**config.mk**
```make
export PLATFORM = sky130hd
export DESIGN_NAME = cpu_run_controller_flat
export DESIGN_NICKNAME = d
export VERILOG_FILES = /design/src/rtl/cpu_ctrl_pkg.sv /design/src/rtl/cpu_run_controller_if.sv /design/src/rtl/button_debounce.sv /design/src/rtl/cpu_run_controller.sv /design/src/flat_wrapper.sv
export SDC_FILE = /design/constraint.sdc
export NUM_CORES = 1
export LEC_CHECK = 0
export ABC_CLOCK_PERIOD_IN_PS = 2400
export CORE_UTILIZATION = 61
export DETAILED_ROUTE_END_ITERATION = 8
export PLACE_DENSITY_LB_ADDON = 0.25
export SLEW_MARGIN = 10
export SYNTH_ARGS = -nofsm -noshare
export SYNTH_HDL_FRONTEND = slang
export SYNTH_SLANG_ARGS = --single-unit
export TNS_END_PERCENT = 30
```
**constraint.sdc**
```tcl
create_clock -name clk -period 2.4 [get_ports clk]
set_input_delay 0.48 -clock clk [delete_from_list [all_inputs] [get_ports clk]]
set_output_delay 0.48 -clock clk [all_outputs]
set_load 0.01 [all_outputs]
```
**src/rtl/cpu_ctrl_pkg.sv**
```systemverilog
// Shared types and defaults for the CPU run/step/halt controller.
package cpu_ctrl_pkg;

   typedef enum logic [1:0] {
      ST_IDLE = 2'd0,
      ST_RUN  = 2'd1,
      ST_STEP = 2'd2,
      ST_HALT = 2'd3
   } state_e;

   localparam logic [7:0] HALT_PC_DEFAULT = 8'h40;
   localparam int DEBOUNCE_CYCLES_DEFAULT = 1000000;
   localparam int RUN_DIV_WIDTH = 24;

endpackage

```
**src/rtl/cpu_run_controller_if.sv**
```systemverilog
// Board-button / CPU-core side signals of the run controller.
interface cpu_run_controller_if #(
   parameter int DISP_DEPTH = 8
);
   localparam int AW = $clog2(DISP_DEPTH);

   logic          btn_run_i;
   logic          btn_step_i;
   logic          btn_disp_i;
   logic [7:0]    pc_i;
   logic          clk_en_o;
   logic          finished_o;
   logic [AW-1:0] disp_addr_o;
   logic [1:0]    state_o;

   modport master (
      output btn_run_i, btn_step_i, btn_disp_i, pc_i,
      input  clk_en_o, finished_o, disp_addr_o, state_o
   );

   modport slave (
      input  btn_run_i, btn_step_i, btn_disp_i, pc_i,
      output clk_en_o, finished_o, disp_addr_o, state_o
   );

endinterface

```
**src/rtl/button_debounce.sv**
```systemverilog
// Push-button synchronizer, stability debouncer and press pulse.
module button_debounce
   import cpu_ctrl_pkg::*;
#(
   parameter int CYCLES = DEBOUNCE_CYCLES_DEFAULT
) (
   input  logic clk,
   input  logic rst_n,
   input  logic btn,
   output logic press
);

   localparam int CW = $clog2(CYCLES + 1);

   logic          sync1;
   logic          sync2;
   logic          level;
   logic          level_q;
   logic [CW-1:0] cnt;

   always_ff @(posedge clk or negedge rst_n) begin
      if (!rst_n) begin
         sync1 <= 1'b0;
         sync2 <= 1'b0;
      end else begin
         sync1 <= btn;
         sync2 <= sync1;
      end
   end

   // Any sample matching the current level restarts the count.
   always_ff @(posedge clk or negedge rst_n) begin
      if (!rst_n) begin
         cnt   <= '0;
         level <= 1'b0;
      end else if (sync2 == level) begin
         cnt <= '0;
      end else if (cnt == CW'(CYCLES - 1)) begin
         cnt   <= '0;
         level <= sync2;
      end else begin
         cnt <= cnt + CW'(1);
      end
   end

   always_ff @(posedge clk or negedge rst_n) begin
      if (!rst_n) begin
         level_q <= 1'b0;
         press   <= 1'b0;
      end else begin
         level_q <= level;
         press   <= level & ~level_q;
      end
   end

endmodule

```
**src/rtl/cpu_run_controller.sv**
```systemverilog
// Run/step/halt sequencer producing the CPU clock enable and display address.
module cpu_run_controller
   import cpu_ctrl_pkg::*;
#(
   parameter int         DEBOUNCE_CYCLES = DEBOUNCE_CYCLES_DEFAULT,
   parameter int         RUN_DIV         = 1,
   parameter logic [7:0] HALT_PC         = HALT_PC_DEFAULT,
   parameter int         DISP_DEPTH      = 8
) (
   input logic                 clk,
   input logic                 rst_n,
   cpu_run_controller_if.slave bus
);

   localparam int AW = $clog2(DISP_DEPTH);
   localparam int DW = RUN_DIV_WIDTH;

   state_e        state_q;
   state_e        state_d;
   logic [DW-1:0] div_q;
   logic [DW-1:0] div_d;
   logic [AW-1:0] disp_q;
   logic          run_p;
   logic          step_p;
   logic          disp_p;
   logic          tick;
   logic          at_halt;

   button_debounce #(.CYCLES(DEBOUNCE_CYCLES)) u_run (
      .clk   (clk),
      .rst_n (rst_n),
      .btn   (bus.btn_run_i),
      .press (run_p)
   );

   button_debounce #(.CYCLES(DEBOUNCE_CYCLES)) u_step (
      .clk   (clk),
      .rst_n (rst_n),
      .btn   (bus.btn_step_i),
      .press (step_p)
   );

   button_debounce #(.CYCLES(DEBOUNCE_CYCLES)) u_disp (
      .clk   (clk),
      .rst_n (rst_n),
      .btn   (bus.btn_disp_i),
      .press (disp_p)
   );

   assign at_halt = (bus.pc_i == HALT_PC);
   assign tick    = (div_q == DW'(RUN_DIV - 1));

   always_ff @(posedge clk or negedge rst_n) begin
      if (!rst_n) begin
         state_q <= ST_IDLE;
         div_q   <= '0;
      end else begin
         state_q <= state_d;
         div_q   <= div_d;
      end
   end

   always_comb begin
      state_d = state_q;
      div_d   = '0;
      unique case (state_q)
         ST_IDLE: begin
            if (run_p)
               state_d = ST_RUN;
            else if (step_p)
               state_d = ST_STEP;
         end
         ST_RUN: begin
            if (at_halt)
               state_d = ST_HALT;
            else if (run_p)
               state_d = ST_IDLE;
         end
         ST_STEP: begin
            state_d = at_halt ? ST_HALT : ST_IDLE;
         end
         ST_HALT: begin
            state_d = ST_HALT;
         end
      endcase
      // Divider only advances while staying in RUN; entry starts at 0.
      if (state_q == ST_RUN && state_d == ST_RUN)
         div_d = tick ? '0 : div_q + DW'(1);
   end

   always_ff @(posedge clk or negedge rst_n) begin
      if (!rst_n)
         disp_q <= '0;
      else if (disp_p)
         disp_q <= (disp_q == AW'(DISP_DEPTH - 1)) ? '0 : disp_q + AW'(1);
   end

   assign bus.clk_en_o    = ((state_q == ST_RUN && tick) ||
                             state_q == ST_STEP) && !at_halt;
   assign bus.finished_o  = (state_q == ST_HALT);
   assign bus.disp_addr_o = disp_q;
   assign bus.state_o     = state_q;

endmodule

```
**src/flat_wrapper.sv**
```systemverilog
// flat-port wrapper written by rule: the top's interface ports become plain ports
module cpu_run_controller_flat import cpu_ctrl_pkg::*;
#(
   parameter int         DEBOUNCE_CYCLES = DEBOUNCE_CYCLES_DEFAULT,
   parameter int         RUN_DIV         = 1,
   parameter logic [7:0] HALT_PC         = HALT_PC_DEFAULT,
   parameter int         DISP_DEPTH      = 8
)
  (clk, rst_n, bus_btn_run_i, bus_btn_step_i, bus_btn_disp_i, bus_pc_i, bus_clk_en_o, bus_finished_o, bus_disp_addr_o, bus_state_o);
  cpu_run_controller_if #(.DISP_DEPTH(DISP_DEPTH)) bus_i ();
  input logic clk;
  input logic rst_n;
  input wire logic [$bits(bus_i.btn_run_i)-1:0] bus_btn_run_i;
  input wire logic [$bits(bus_i.btn_step_i)-1:0] bus_btn_step_i;
  input wire logic [$bits(bus_i.btn_disp_i)-1:0] bus_btn_disp_i;
  input wire logic [$bits(bus_i.pc_i)-1:0] bus_pc_i;
  output wire logic [$bits(bus_i.clk_en_o)-1:0] bus_clk_en_o;
  output wire logic [$bits(bus_i.finished_o)-1:0] bus_finished_o;
  output wire logic [$bits(bus_i.disp_addr_o)-1:0] bus_disp_addr_o;
  output wire logic [$bits(bus_i.state_o)-1:0] bus_state_o;
  assign bus_i.btn_run_i = bus_btn_run_i;
  assign bus_i.btn_step_i = bus_btn_step_i;
  assign bus_i.btn_disp_i = bus_btn_disp_i;
  assign bus_i.pc_i = bus_pc_i;
  assign bus_clk_en_o = bus_i.clk_en_o;
  assign bus_finished_o = bus_i.finished_o;
  assign bus_disp_addr_o = bus_i.disp_addr_o;
  assign bus_state_o = bus_i.state_o;
  cpu_run_controller #(.DEBOUNCE_CYCLES(DEBOUNCE_CYCLES), .RUN_DIV(RUN_DIV), .HALT_PC(HALT_PC), .DISP_DEPTH(DISP_DEPTH)) u_core (.clk(clk), .rst_n(rst_n), .bus(bus_i));
endmodule
```
## Yosys cells after proc, flatten, opt, wreduce, memory -nomap -nowiden

Index checks and enable logic that the tools add are counted.

| word-level totals | value |
|---|---|
| register bits after elaboration | 104 |
| bits of input ports | 13 |
| logic and storage cells | 72 |

| operators by class | value |
|---|---|
| add/subtract/negate cells | 5 |
| eq/ne operators | 12 |
| multiplexer cells | 15 |
| bitwise operators | 9 |
| reductions and logical operators | 10 |

Operators by type and width:

| kind | number |
|---|---|
| 20-bit 2-to-1 mux | 6 |
| 20-bit by 1-bit adder with 20-bit output, second input constant | 3 |
| 20-bit == test, second input constant | 3 |
| 24-bit 2-to-1 mux | 2 |
| 24-bit by 1-bit adder with 24-bit output, second input constant | 1 |
| 24-bit logical NOT | 1 |
| 2-bit 2-to-1 mux | 5 |
| 8-bit by 7-bit == test with 1-bit output, second input constant | 1 |
| 2-bit one-hot mux with 4 select lines | 1 |
| 1-bit inverter | 6 |
| 2-bit AND reduction | 3 |
| 2-bit by 1-bit == test with 1-bit output, second input constant | 2 |
| 2-bit == test, second input constant | 2 |
| 3-bit by 1-bit adder with 3-bit output, second input constant | 1 |
| 1-bit bitwise AND | 3 |
| 1-bit == test | 3 |
| 3-bit == test, second input constant | 1 |
| 1-bit logical AND | 3 |
| 3-bit 2-to-1 mux | 1 |
| 2-bit logical NOT | 1 |
| 1-bit logical NOT | 1 |
| 1-bit logical OR | 1 |

## Depth between registers and ports, before layout

| logic depth | value |
|---|---|
| depth in word-level cells | 6 |
| depth in mapped cells | 7 |

## By module

From an unflattened synthesis, not the netlist that was laid out.

| second synthesis, totals | value |
|---|---|
| cell total of the unflattened synthesis | 493 |
| area total of the unflattened synthesis | 5089.9 sq um |

By module, submodules not included:

| module | instances | cells an instance | area each (sq um) | seq. area each (sq um) |
|---|---|---|---|---|
| button_debounce | 3 | 111 | 1171.1 | 625.6 |
| cpu_run_controller | 1 | 160 | 1576.5 | 725.7 |

## Least setup slack after synthesis

Ideal clock, no wire load.

| path | value |
|---|---|
| path kind | register to register |
| start | reg u_core.div_q[0] |
| end | reg u_core.div_q[18] |
| setup time | 0.081 ns |
| arrival time | 1.827 ns |
| required time | 2.319 ns |
| path slack | 0.492 ns |
| cell stages (with the launch flop) | 7 |
| cell sequence | dfrtp_1 -> ha_1 -> clkbuf_1 -> nand4_1 -> or4_1 -> or3_1 -> a21oi_1 |

| on the way | value |
|---|---|
| cells in the longest elaborated chain, start to end | 3 |
| elaborated cells on any way between the ends | 4 |
| classes of those cells | 1 x add/sub; 2 x mux; 1 x reduce/logical |

RTL lines:

| item | line | RTL |
|---|---|---|
| start, declared | cpu_run_controller.sv:20 | `logic [DW-1:0] div_q;` |
| start signal, assigned | cpu_run_controller.sv:59 | `div_q <= div_d;` |
| 24-bit by 1-bit adder with 24-bit output / 24-bit logical NOT (equally long branches) | cpu_run_controller.sv:88, cpu_run_controller.sv:51 |  |
| 24-bit 2-to-1 mux (*) | cpu_run_controller.sv:88 | `div_d = tick ? '0 : div_q + DW'(1);` |
| 24-bit 2-to-1 mux (*) | cpu_run_controller.sv:87 | `if (state_q == ST_RUN && state_d == ST_RUN)` |
| named net u_core.div_d[18] | cpu_run_controller.sv:21 | `logic [DW-1:0] div_d;` |

Mark *: on every way through the listed nets, which the timed path passes. The rest lies on a longest branch.
A chain may end at the register's enable or synchronous reset.

## Worst setup path in the final report

| path | value |
|---|---|
| start | reg u_core.div_q[1] |
| end | out bus_clk_en_o |

| on the way | value |
|---|---|
| cells in the longest elaborated chain, start to end | 4 |

RTL lines:

| item | line | RTL |
|---|---|---|
| 24-bit logical NOT | cpu_run_controller.sv:51 | `assign tick = (div_q == DW'(RUN_DIV - 1));` |
| 1-bit logical AND | cpu_run_controller.sv:98 | `assign bus.clk_en_o = ((state_q == ST_RUN && tick) \|\|` |
| 1-bit logical OR | cpu_run_controller.sv:98 |  |
| 1-bit logical AND | cpu_run_controller.sv:99 | `state_q == ST_STEP) && !at_halt;` |
| end, declared | flat_wrapper.sv:17 | `output wire logic [$bits(bus_i.clk_en_o)-1:0] bus_clk_en_o;` |

No other way between the ends.

==> flow_summary.yaml <==
routing:
  antenna_left: 0
  dr.first_iter.drc_count: 192
  dr_wl_met3_um: 460
  wl_met2_um: 5380
  drc_errors: 0
  detail_route.wirelength_um: 10800
  vias: 4007
  m1WireLength_um: 4580
  dr.max_layer_used: "met4"
  vias_per_cell: 6.03
  first_pass_iters: 4
  wl_per_cell_um: 16.2
clock_tree:
  clock_latency_ps: 370
  clock_path_buffers: 2
  path_clk_slew_ps: 90
  cts_tree: "done"
  root_buffer: "clkbuf_8"
  cts.sinks: 104
  cts-buffers-inserted: 9
  h-tree-depth: 3
worst_hold_path:
  hp-class: "reg -> reg"
  whs_path_depth: 0
setup_path:
  rr_worst_depth: 7
  path_max_fanout: 2
  crit_type: "reg -> out"
  start_kind: "flop"
  rrSetupSlack_ps: 150
  cp_data_required_time_ps: 1920
  critPathArrivalTime_ps: 1960
  crit_path_end_kind: "output port"
floorplan:
  core.rowCount: 32
  die_h_um: 92.6
  die_area_um2: 8580
  ioPinCount: 20
  start_util_pct: 63.8
  die_w_um: 92.6
  core_um2: 7850
power_and_ir_drop:
  pwr_density_cell_nw_per_um2: 536
  vdd_drop_max_mv: 0.446
  leakage_uw: 0.00237
synthesis:
  yosysSeqAreaShare_pct: 51.9
  synth_cell_type_count: 35
  syn_area_um2: 5010
  synthTopCellsByArea: "dfrtp_1 (52%), xnor2_1 (7.2%), nor2_1 (5.7%)"
  synth_top_family_by_area: "simple AND/OR/NAND/NOR gates"
  synth_nets: 530
  synth_top_area_share_pct: 51.9
  synth_xor_area_share_pct: 10.5
  ys.flop_type: "dfrtp_1"
  yosysTopAreaCell: "dfrtp_1"
  synth-edff-count: 0
  synth_fa_ha_area_share_pct: 1.75
  synth_mux_area_share_pct: 1.12
  synth-compound-area-share_pct: 5.62
  yosys.area_share.simple_pct: 26.5
  ys_ff_latch: 104
  ys_async_sr_fraction_pct: 100
  synth.avg_cell_area_um2: 9.82
  syn_inst: 510
  synth_warnings: 0
timing:
  fin_crit_sh_pct: 102
  skew_ps: 11.7
  worst_slew_pin_slew_ps: 474
  hold_viol_final: 0
  rsz0062_at_grt: "yes"
  post-route-min-period_ps: 2440
  setup_viol: 1
  fin_ws_ps: -37.1
  whs_ps: 356
  finalMaxSlewViolations: 0
  max_freq_ghz: 0.410
  slew-limit-headroom_pct: 68.2
global_routing:
  grt_usage_pct: 27.9
  antenna_found_initial: 0
  grt_pass1_vias: 4037
  grt_max_degree: 35
  grt_pass1_wl_um: 18600
  globalRoute.totalOverflow: 0
layout:
  layout-drive-gt1-share_pct: 11.9
  nFillCells: 539
  area_growth_pct: 16.2
  final_core_utilization_pct: 74.2
  antenna_cells: 0
  nets: 579
placed_design:
  dp_hpwl_um: 6780
  io_buffers: 19
  routabilityCongestion: 0.835
flow_run:
  cap_violations: 0
outcome:
  status: "finished, violations left"
  violations: "negative setup slack"
per-layer routing:
layer	GRT usage, %	up-vias
li1	-	1913
met1	35.2	1958
met2	45.4	106
met3	5.91	30
met4	14.7	0
met5	0	-
worst paths after layout:
path                                      from                     to
setup / recovery               u_core.div_q[1]           bus_clk_en_o
hold / removal             u_core.u_step.sync1    u_core.u_step.sync2
setup reg to reg               u_core.div_q[1]       u_core.div_q[18]
hold reg to reg            u_core.u_step.sync1    u_core.u_step.sync2
max in group asynchronous                rst_n        u_core.div_q[8]
min in group asynchronous                rst_n  u_core.u_disp.cnt[16]
state kept, by name (all words and copies together), names as in the netlist, 2 cells and up:
| register | cells |
|---|---|
| u_core.bus.disp_addr_o | 3 |
| u_core.bus.state_o | 2 |
| u_core.div_q | 24 |
| u_core.u_disp.cnt | 20 |
| u_core.u_run.cnt | 20 |
| u_core.u_step.cnt | 20 |
kinds of logic after synthesis:
kind of cell | Yosys count
AND/OR/NAND/NOR | 251
flip-flops | 104
XOR/XNOR | 60
multiplexers | 5
AO/OA/AOI/OAI | 50
buffers and inverters | 33
adder cells (fa/ha/maj) | 7
where the power goes:
| group | internal [uW] | switching, uW | total, uW |
|---|---|---|---|
| clock network | 372 | 593 | 966 |
| logic | 157 | 161 | 318 |
| registers | 1780 | 52.8 | 1840 |
| total | 2310 | 807 | 3120 |
synthesized netlist by cell type (all sizes together), types with 2 or more instances:
master   number
a21oi        22
nor4b         4
xor2         19
nor2b         5
dfrtp       104
xnor2        41
and4          4
nor4         23
and3         10
or3          13
o31ai         6
inv          16
mux2          5
or4           8
clkbuf       14
nand2        24
o21ai        17
nand3        32
nor2         76
nand4b        6
ha            7
nand4        24
buf           3
nor3         18
a2bb2oi       2
through the flow:
step           setup TNS [ps]  cell area (um2)  total power [uW]  cells  setup WS, ps
2_1_floorplan               0             5010              1980    510           492
3_3_place_gp             -193             5470              2150    637          -193
3_5_place_dp             -199             5470              2150    637          -199
4_1_cts                  -105             5890              3110    669         -97.5
5_1_grt                  -151             5820              3240    665          -151
6_report                -37.1             5820              3120    665         -37.1
area by class of cell:
type                       count  area, um2  share of cell area [%]
multi-input combinational    373       2350                    40.4
tap                          102        128                    2.19
timing repair buffer          55        515                    8.85
clock inverter                 5       35.0                   0.602
clock buffer                  10        128                    2.19
sequential                   104       2600                    44.7
inverter                      16       60.1                    1.03
placed cells by master, fill, tap and decap left out, drive strengths merged:
cell type      instances
a211oi                 1
a21oi                 22
a2bb2oi                2
and2                   1
and3                  10
and4                   4
buf                   37
clkbuf                10
clkdlybuf4s50         17
clkinv                 4
clkinvlp               1
dfrtp                104
dlygate4sd3            1
ha                     7
inv                   16
mux2                   5
nand2                 24
nand3                 32
nand3b                 1
nand4                 24
nand4b                 6
nor2                  76
nor2b                  5
nor3                  18
nor4                  23
nor4b                  4
nor4bb                 1
o2111ai                1
o21a                   1
o21ai                 17
o31ai                  6
or3                   13
or4                    8
or4b                   1
xnor2                 41
xor2                  19
critical path, stage by stage (launching register included):
cell     delay, ps
dfrtp_1        410
inv_1           60
ha_2           150
nor4b_4        170
nand4_1        170
buf_4          180
nor4_4         120
o21a_1         180
buf_2          140
repair_timing:
| action | CTS | global route |
|---|---|---|
| hold buffers | 1 | 0 |
| gates cloned | 3 | 0 |
| endpoints found under the setup margin | 1 | 25 |
| setup buffers | 16 | 2 |
| endpoints found under the hold margin | 10 | 0 |
| pin swaps | 5 | 5 |
| resized for setup | 18 | 5 |
Note: power is estimated with default switching activity, not from simulation.
